--- src/rtl/jtdd_sdram_pkg.sv ---
// jtdd_sdram_pkg: shared definitions for the JTDD SDRAM controller.
//   - SDRAM command encodings {ncs,nras,ncas,nwe}
//   - controller state enum
//   - mode register value and address-map helpers
package jtdd_sdram_pkg;

    localparam logic [3:0] CMD_NOP = 4'b0111;
    localparam logic [3:0] CMD_ACT = 4'b0011;
    localparam logic [3:0] CMD_RD  = 4'b0101;
    localparam logic [3:0] CMD_WR  = 4'b0100;
    localparam logic [3:0] CMD_PRE = 4'b0010;
    localparam logic [3:0] CMD_REF = 4'b0001;
    localparam logic [3:0] CMD_MRS = 4'b0000;

    // burst length 2, sequential, CAS latency 2
    localparam logic [12:0] MODE_REG = 13'h021;

    typedef enum logic [3:0] {
        INIT_WAIT,
        INIT_PRE,
        INIT_REF,
        INIT_MRS,
        IDLE,
        ACT,
        RW,
        DATA,
        RECOV
    } state_e;

    function automatic logic [1:0] addr_ba(input logic [21:0] a);
        return a[21:20];
    endfunction

    function automatic logic [12:0] addr_row(input logic [21:0] a);
        return {1'b0, a[19:8]};
    endfunction

    // column with A10 set: every access closes its row by auto-precharge
    function automatic logic [12:0] addr_col(input logic [21:0] a);
        return {2'b00, 1'b1, 2'b00, a[7:0]};
    endfunction

endpackage

--- src/rtl/jtdd_sdram_reftimer.sv ---
// jtdd_sdram_reftimer: refresh obligation timer.
//   clk, rst_n : clock, synchronous active-low reset
//   clr_i      : an AUTO REFRESH was issued, drop the obligation
//   pend_o     : a refresh is owed (saturates at one)
module jtdd_sdram_reftimer #(
    parameter int REF_PERIOD = 374
) (
    input  logic clk,
    input  logic rst_n,
    input  logic clr_i,
    output logic pend_o
);

    localparam logic [15:0] LAST = 16'(REF_PERIOD - 1);

    logic [15:0] cnt_q, cnt_d;
    logic        pend_q, pend_d;
    logic        tick;

    always_comb begin
        tick   = (cnt_q == LAST);
        cnt_d  = tick ? 16'd0 : cnt_q + 16'd1;
        // a new period landing on the clear cycle still counts
        pend_d = tick | (pend_q & ~clr_i);
    end

    always_ff @(posedge clk) begin
        if (!rst_n) begin
            cnt_q  <= 16'd0;
            pend_q <= 1'b0;
        end else begin
            cnt_q  <= cnt_d;
            pend_q <= pend_d;
        end
    end

    assign pend_o = pend_q;

endmodule

--- src/rtl/jtdd_sdram_ctrl.sv ---
// jtdd_sdram_ctrl: SDRAM responder for the JTDD ROM cache and ROM download.
//   sdram_req/sdram_addr/sdram_ack  : cache read request, ack when accepted
//   data_read/data_rdy              : 32-bit result {word addr+1, word addr}
//   prog_addr/data/mask/we/rd       : download writer and readback strobes
//   refresh_en/downloading          : windows in which refresh may run
//   init_done                       : power-up sequence complete
//   sd_*                            : 16-bit SDR SDRAM pins (registered)
// All SDRAM outputs are registered: a command decided in cycle n is on the
// pins in cycle n+1, so the counters below are loaded one short.
module jtdd_sdram_ctrl
    import jtdd_sdram_pkg::*;
#(
    parameter int INIT_CYCLES = 4800,
    parameter int TRCD        = 2,
    parameter int TRP         = 2,
    parameter int TRFC        = 7,
    parameter int CL          = 2,
    parameter int REF_PERIOD  = 374
) (
    input  logic        clk,
    input  logic        rst_n,
    input  logic        sdram_req,
    input  logic [21:0] sdram_addr,
    output logic        sdram_ack,
    output logic [31:0] data_read,
    output logic        data_rdy,
    input  logic        refresh_en,
    input  logic        downloading,
    input  logic [21:0] prog_addr,
    input  logic [7:0]  prog_data,
    input  logic [1:0]  prog_mask,
    input  logic        prog_we,
    input  logic        prog_rd,
    output logic        init_done,
    output logic        sd_cke,
    output logic [3:0]  sd_cmd,
    output logic [1:0]  sd_ba,
    output logic [12:0] sd_a,
    output logic [1:0]  sd_dqm,
    output logic [15:0] sd_dq_out,
    output logic        sd_dq_oe,
    input  logic [15:0] sd_dq_in
);

    localparam logic [12:0] MODE = {MODE_REG[12:7], 3'(CL), MODE_REG[3:0]};

    localparam logic [15:0] LD_INIT      = 16'(INIT_CYCLES - 1);
    localparam logic [15:0] LD_PRE       = 16'(TRP);
    localparam logic [15:0] LD_RFC       = 16'(TRFC);
    localparam logic [15:0] LD_MRS       = 16'd1;
    localparam logic [15:0] LD_TRCD      = 16'(TRCD - 1);
    localparam logic [15:0] LD_DATA      = 16'(CL);
    // read: first ACT allowed TRP cycles after data_rdy
    localparam logic [15:0] LD_RD_RECOV  = 16'(TRP - 2);
    // write: masked second beat, then TRP of auto-precharge
    localparam logic [15:0] LD_WR_RECOV  = 16'(TRP);
    localparam logic [15:0] LD_REF_RECOV = 16'(TRFC - 1);

    state_e      state_q, state_d;
    logic [15:0] cnt_q, cnt_d;
    logic        ref2_q, ref2_d;
    logic        done_q, done_d;

    logic [3:0]  cmd_q, cmd_d;
    logic [1:0]  ba_q, ba_d;
    logic [12:0] a_q, a_d;
    logic [1:0]  dqm_q, dqm_d;
    logic [15:0] dq_q, dq_d;
    logic        oe_q, oe_d;
    logic        ack_q, ack_d;
    logic        rdy_q, rdy_d;
    logic [31:0] data_q, data_d;
    logic [15:0] lo_q, lo_d;

    logic [21:0] act_addr_q, act_addr_d;
    logic        act_wr_q, act_wr_d;
    logic [7:0]  act_dat_q, act_dat_d;
    logic [1:0]  act_msk_q, act_msk_d;

    // one-deep download latches
    logic        pend_wr_q, pend_rd_q;
    logic [21:0] wr_addr_q, rd_addr_q;
    logic [7:0]  wr_dat_q;
    logic [1:0]  wr_msk_q;
    logic        wr_take, rd_take;

    logic        ref_pend, ref_clr;
    logic        go;
    logic [21:0] go_addr;

    jtdd_sdram_reftimer #(.REF_PERIOD(REF_PERIOD)) u_reftimer (
        .clk    (clk),
        .rst_n  (rst_n),
        .clr_i  (ref_clr),
        .pend_o (ref_pend)
    );

    always_comb begin
        state_d    = state_q;
        cnt_d      = (cnt_q != 16'd0) ? cnt_q - 16'd1 : cnt_q;
        ref2_d     = ref2_q;
        done_d     = done_q;
        cmd_d      = CMD_NOP;
        ba_d       = 2'b00;
        a_d        = 13'h0000;
        dqm_d      = 2'b11;
        dq_d       = 16'h0000;
        oe_d       = 1'b0;
        ack_d      = 1'b0;
        rdy_d      = 1'b0;
        data_d     = data_q;
        lo_d       = lo_q;
        act_addr_d = act_addr_q;
        act_wr_d   = act_wr_q;
        act_dat_d  = act_dat_q;
        act_msk_d  = act_msk_q;
        wr_take    = 1'b0;
        rd_take    = 1'b0;
        ref_clr    = 1'b0;
        go         = 1'b0;
        go_addr    = sdram_addr;

        case (state_q)
            INIT_WAIT: if (cnt_q == 16'd0) begin
                cmd_d   = CMD_PRE;
                a_d     = 13'h0400;     // precharge all banks
                cnt_d   = LD_PRE;
                state_d = INIT_PRE;
            end
            INIT_PRE: if (cnt_q == 16'd0) begin
                cmd_d   = CMD_REF;
                cnt_d   = LD_RFC;
                ref2_d  = 1'b0;
                state_d = INIT_REF;
            end
            INIT_REF: if (cnt_q == 16'd0) begin
                if (!ref2_q) begin
                    cmd_d  = CMD_REF;
                    cnt_d  = LD_RFC;
                    ref2_d = 1'b1;
                end else begin
                    cmd_d   = CMD_MRS;
                    a_d     = MODE;
                    cnt_d   = LD_MRS;
                    state_d = INIT_MRS;
                end
            end
            INIT_MRS: if (cnt_q == 16'd0) begin
                done_d  = 1'b1;
                state_d = IDLE;
            end
            IDLE: begin
                if (pend_wr_q) begin
                    wr_take   = 1'b1;
                    go        = 1'b1;
                    go_addr   = wr_addr_q;
                    act_wr_d  = 1'b1;
                    act_dat_d = wr_dat_q;
                    act_msk_d = wr_msk_q;
                end else if (ref_pend && (refresh_en || downloading)) begin
                    ref_clr = 1'b1;
                    cmd_d   = CMD_REF;
                    cnt_d   = LD_REF_RECOV;
                    state_d = RECOV;
                end else if (pend_rd_q) begin
                    rd_take  = 1'b1;
                    go       = 1'b1;
                    go_addr  = rd_addr_q;
                    act_wr_d = 1'b0;
                end else if (sdram_req && !downloading) begin
                    ack_d    = 1'b1;
                    go       = 1'b1;
                    act_wr_d = 1'b0;
                end
                if (go) begin
                    cmd_d      = CMD_ACT;
                    ba_d       = addr_ba(go_addr);
                    a_d        = addr_row(go_addr);
                    act_addr_d = go_addr;
                    cnt_d      = LD_TRCD;
                    state_d    = ACT;
                end
            end
            ACT: if (cnt_q == 16'd0) begin
                ba_d    = addr_ba(act_addr_q);
                a_d     = addr_col(act_addr_q);
                state_d = RW;
                if (act_wr_q) begin
                    cmd_d = CMD_WR;
                    dq_d  = {act_dat_q, act_dat_q};
                    oe_d  = 1'b1;
                    dqm_d = act_msk_q;
                end else begin
                    cmd_d = CMD_RD;
                    dqm_d = 2'b00;
                end
            end
            RW: begin
                if (act_wr_q) begin
                    cnt_d   = LD_WR_RECOV;
                    state_d = RECOV;
                end else begin
                    dqm_d   = 2'b00;    // keep the second read beat unmasked
                    cnt_d   = LD_DATA;
                    state_d = DATA;
                end
            end
            DATA: begin
                if (cnt_q == 16'd1)
                    lo_d = sd_dq_in;
                if (cnt_q == 16'd0) begin
                    data_d  = {sd_dq_in, lo_q};
                    rdy_d   = 1'b1;
                    cnt_d   = LD_RD_RECOV;
                    state_d = RECOV;
                end
            end
            RECOV: if (cnt_q == 16'd0) state_d = IDLE;
            default: state_d = INIT_WAIT;
        endcase
    end

    always_ff @(posedge clk) begin
        if (!rst_n) begin
            state_q    <= INIT_WAIT;
            cnt_q      <= LD_INIT;
            ref2_q     <= 1'b0;
            done_q     <= 1'b0;
            cmd_q      <= CMD_NOP;
            ba_q       <= 2'b00;
            a_q        <= 13'h0000;
            dqm_q      <= 2'b11;
            dq_q       <= 16'h0000;
            oe_q       <= 1'b0;
            ack_q      <= 1'b0;
            rdy_q      <= 1'b0;
            data_q     <= 32'h0;
            lo_q       <= 16'h0000;
            act_addr_q <= 22'h0;
            act_wr_q   <= 1'b0;
            act_dat_q  <= 8'h00;
            act_msk_q  <= 2'b11;
        end else begin
            state_q    <= state_d;
            cnt_q      <= cnt_d;
            ref2_q     <= ref2_d;
            done_q     <= done_d;
            cmd_q      <= cmd_d;
            ba_q       <= ba_d;
            a_q        <= a_d;
            dqm_q      <= dqm_d;
            dq_q       <= dq_d;
            oe_q       <= oe_d;
            ack_q      <= ack_d;
            rdy_q      <= rdy_d;
            data_q     <= data_d;
            lo_q       <= lo_d;
            act_addr_q <= act_addr_d;
            act_wr_q   <= act_wr_d;
            act_dat_q  <= act_dat_d;
            act_msk_q  <= act_msk_d;
        end
    end

    // a strobe landing on the service cycle re-arms the latch
    always_ff @(posedge clk) begin
        if (!rst_n) begin
            pend_wr_q <= 1'b0;
            pend_rd_q <= 1'b0;
        end else begin
            pend_wr_q <= prog_we | (pend_wr_q & ~wr_take);
            pend_rd_q <= prog_rd | (pend_rd_q & ~rd_take);
        end
    end

    always_ff @(posedge clk) begin
        if (prog_we) begin
            wr_addr_q <= prog_addr;
            wr_dat_q  <= prog_data;
            wr_msk_q  <= prog_mask;
        end
        if (prog_rd)
            rd_addr_q <= prog_addr;
    end

    assign sd_cke    = 1'b1;
    assign sd_cmd    = cmd_q;
    assign sd_ba     = ba_q;
    assign sd_a      = a_q;
    assign sd_dqm    = dqm_q;
    assign sd_dq_out = dq_q;
    assign sd_dq_oe  = oe_q;
    assign sdram_ack = ack_q;
    assign data_rdy  = rdy_q;
    assign data_read = data_q;
    assign init_done = done_q;

endmodule

--- config.mk ---
export PLATFORM = sky130hd
export DESIGN_NAME = jtdd_sdram_ctrl
export DESIGN_NICKNAME = d
export VERILOG_FILES = /design/src/rtl/jtdd_sdram_pkg.sv /design/src/rtl/jtdd_sdram_reftimer.sv /design/src/rtl/jtdd_sdram_ctrl.sv
export SDC_FILE = /design/constraint.sdc
export NUM_CORES = 1
export LEC_CHECK = 0
export CAP_MARGIN = 10
export CORE_AREA = 2 2 154 156
export DETAILED_ROUTE_END_ITERATION = 8
export DIE_AREA = 0 0 156 158
export GPL_TIMING_DRIVEN = 0
export SYNTH_ARGS = -nofsm -noshare
export SYNTH_HDL_FRONTEND = slang
export SYNTH_SLANG_ARGS = --single-unit
--- constraint.sdc ---
create_clock -name clk -period 2.6 [get_ports clk]
set_clock_uncertainty 0.05 [all_clocks]
set_input_delay 0.26 -clock clk [delete_from_list [all_inputs] [get_ports clk]]
set_output_delay 0.26 -clock clk [all_outputs]
set_load 0.03 [all_outputs]
==> impl_metrics.env <==
export IMPL_initial_core_util_pct=34.50
export IMPL_timing_hold_violations_final=0
export IMPL_synth_edf_count=54
export IMPL_worstSetupEndpointType="register"
export IMPL_setup_ws_ns=0.3151
export IMPL_grt_usage_pct=16.46
export IMPL_slowest_stage="dfxtp_1"
export IMPL_slowest_delay_ns=0.37
export IMPL_fp_dieH_um=158
export IMPL_register_area_sq_um=4424
export IMPL_viasPerCell=5.009
export IMPL_critPathLaunchType="register"
export IMPL_synthTopCellsByCount="nand2_1, dfxtp_1, a21oi_1, edfxtp_1, nor2_1"
export IMPL_cts_resized=0
export IMPL_antenna_found_initial=0
export IMPL_syn_area_per_cell_sq_um=9.759
export IMPL_multi_input_area_sq_um=3176
export IMPL_crit_path_cell_trace="inv_1, ha_1, nand2_1, nor2_4, inv_4, ha_1, a22oi_1, or3_1"
export IMPL_nFillCells=2251
export IMPL_dp_slack_ns=0.1266
export IMPL_pin_count=151
export IMPL_max_slew_margin_rel_pct=23.69
export IMPL_yosys_top_cells_area="dfxtp_1, edfxtp_1, nand2_1"
export IMPL_synth_main_ff_cell="dfxtp_1"
export IMPL_grt_pass1_wl_um=31490
export IMPL_netlist_area_sq_um=7954
export IMPL_critical_path_required_ns=2.86
export IMPL_dieArea_sq_um=24650
export IMPL_dpl_hpwl_um=14710
export IMPL_grt_max_degree=34
export IMPL_holdWs_ns=0.2083
export IMPL_cap_viol_max_count=0
export IMPL_yosys_area_top_type_share_pct=35.24
export IMPL_num_vias=6432
export IMPL_cts_root_buf="clkbuf_16"
export IMPL_grt_ovfl_total=0
export IMPL_drive_above_1_share_pct=8.551
export IMPL_synth_cell_type_count=66
export IMPL_drt_pass1_iter_count=5
export IMPL_nNetsFinal=1065
export IMPL_cts_inserted_buffers=17
export IMPL_synth_most_common_cell="nand2_1"
export IMPL_powerDensity_nw_per_um2=603.0
export IMPL_clk_latency_ns=0.43
export IMPL_wl_per_cell_um=15.77
export IMPL_yosysWarnings=0
export IMPL_design_area_sq_um=10350
export IMPL_vdd_drop_max_mv=0.3851
export IMPL_die_x_um=156
export IMPL_cp_common_cell="ha_1"
export IMPL_hp_class="in -> reg"
export IMPL_p_leak_nw=3.644
export IMPL_synthArstFlopShare_pct=0
export IMPL_fin_crit_ns=2.285
export IMPL_gp_congestion=0.8848
export IMPL_drc_errors=0
export IMPL_path_clk_slew_ns=0.07
export IMPL_cts_sinks=194
export IMPL_fmax_mhz=437.6
export IMPL_synthCells=815
export IMPL_clockBufferDepth=2
export IMPL_antenna_left=0
export IMPL_cts_tree="built"
export IMPL_tightest_slew_ns=1.141
export IMPL_drv_slew=0
export IMPL_n_antenna_cell=0
export IMPL_crit_type="reg -> reg"
export IMPL_syn_to_final_growth_pct=30.16
export IMPL_post_route_period_util_pct=87.88
export IMPL_rows=56
export IMPL_placed_cell_area_sq_um=9777
export IMPL_io_buffers=146
export IMPL_path_max_fanout=10
export IMPL_fin_tns_setup_ns=0
export IMPL_cts_htree_levels=4
export IMPL_ys_seq_area_share_pct=55.62
export IMPL_yosysTopAreaCell="dfxtp_1"
export IMPL_status="finished clean"
export IMPL_post_cts_buffers=0
export IMPL_drt_iter0_markers=467
export IMPL_rsz0062_at_grt="no"
export IMPL_coreArea_sq_um=23050
export IMPL_synth_seq_cells=194
export IMPL_cp_arrival_ns=2.55
export IMPL_grt_pass1_vias=5989
export IMPL_wl_um=20250
export IMPL_finalSetupViolations=0
export IMPL_postCtsHoldBufs=0
-- stage by stage --
stage,std cells,util [%],total power [mW]
6_report,1284,44.91,6.242
5_1_grt,1284,44.91,6.480
4_1_cts,1284,44.91,6.305
3_5_place_dp,1252,42.41,3.731
3_3_place_gp,1252,42.43,3.731
2_1_floorplan,816,-,3.505
-- worst max-delay path: cells and delay by family, from the launching register on --
kind	cells	cell delay (ns)
compound gates	1	0.08
fa+ha+maj	2	0.50
flops	1	0.37
simple gates	3	0.92
buf+inv	2	0.25
-- path summary, 6_finish.rpt --
path,to,slack [ns],depth (start not counted),from
worst max-delay path,cnt_q[0]$_SDFF_PN1_,0.32,8,cnt_q[0]$_SDFF_PN1_
worst min-delay path,cnt_q[0]$_SDFF_PN1_,0.21,3,rst_n
worst max register to register,cnt_q[0]$_SDFF_PN1_,0.32,8,cnt_q[0]$_SDFF_PN1_
worst min register to register,data_read[7]$_SDFFE_PN0P_,0.40,2,lo_q[7]$_SDFFE_PN0P_
-- sequential cells by signal, indices dropped and copies added, names as in the netlist, 2 cells and up --
signal / cells
sd_dq_out: 8
wr_addr_q: 22
wr_msk_q: 2
sd_dqm: 2
act_msk_q: 2
sd_cmd: 3
sd_a: 12
rd_addr_q: 22
sd_ba: 2
wr_dat_q: 8
act_addr_q: 10
cnt_q: 16
data_read: 32
u_reftimer.cnt_q: 16
act_dat_q: 8
state_q: 4
lo_q: 16
-- logic make-up (layout without fill, tap and decap cells) --
group                    count (synthesis)  after routing  synth area share, %
adder cells (fa/ha/maj)                  7              7                1.101
flip-flops                             194            194                55.62
other                                    2              3              0.09442
multiplexers                            12             12                1.510
AO/OA/AOI/OAI                          186            186                14.43
buffers and inverters                   69            247                4.499
XOR/XNOR                                27             27                2.973
AND/OR/NAND/NOR                        318            318                19.77
-- metal layers --
metal	global-route usage (%)	wire length, um	up-vias
li1	-	-	3195
met1	21.76	9232	2966
met2	26.86	9325	243
met3	3.860	1358	28
met4	4.980	330	0
met5	0	0	-
-- final cells by class --
type | instances | area share [%]
Inverter | 12 | 0.4593
Tap cell | 290 | 3.505
Multi-Input combinational cell | 553 | 30.67
Sequential cell | 194 | 42.74
Clock inverter | 15 | 1.450
Buffer | 57 | 2.997
Timing Repair Buffer | 146 | 14.07
Clock buffer | 17 | 4.109
-- cell usage in the layout (no fill, tap or decap), types with 4 or more instances in the layout --
cell,n
nor3_4,6
nand3_1,25
a21oi_1,83
nand2b_1,4
dfxtp_1,140
o211ai_1,10
inv_1,10
and3_1,17
clkdlybuf4s50_1,145
a211o_1,12
a22o_1,6
clkbuf_16,17
or3_1,5
xnor2_1,12
and2_1,10
o21ai_0,40
edfxtp_1,54
a31oi_1,7
xor2_1,15
nand4_1,6
nor3_1,15
buf_2,12
buf_4,16
ha_1,7
inv_6,4
clkbuf_1,24
mux2i_1,12
nor4_1,6
nand2_1,155
a211oi_1,5
nor2_1,48
-- power breakdown --
| part | switching, mW | internal, mW |
|---|---|---|
| Clock | 1.23 | 1.35 |
| Sequential | 0.0404 | 3.19 |
| Combinational | 0.234 | 0.196 |
(Power assumes the default switching activity.)
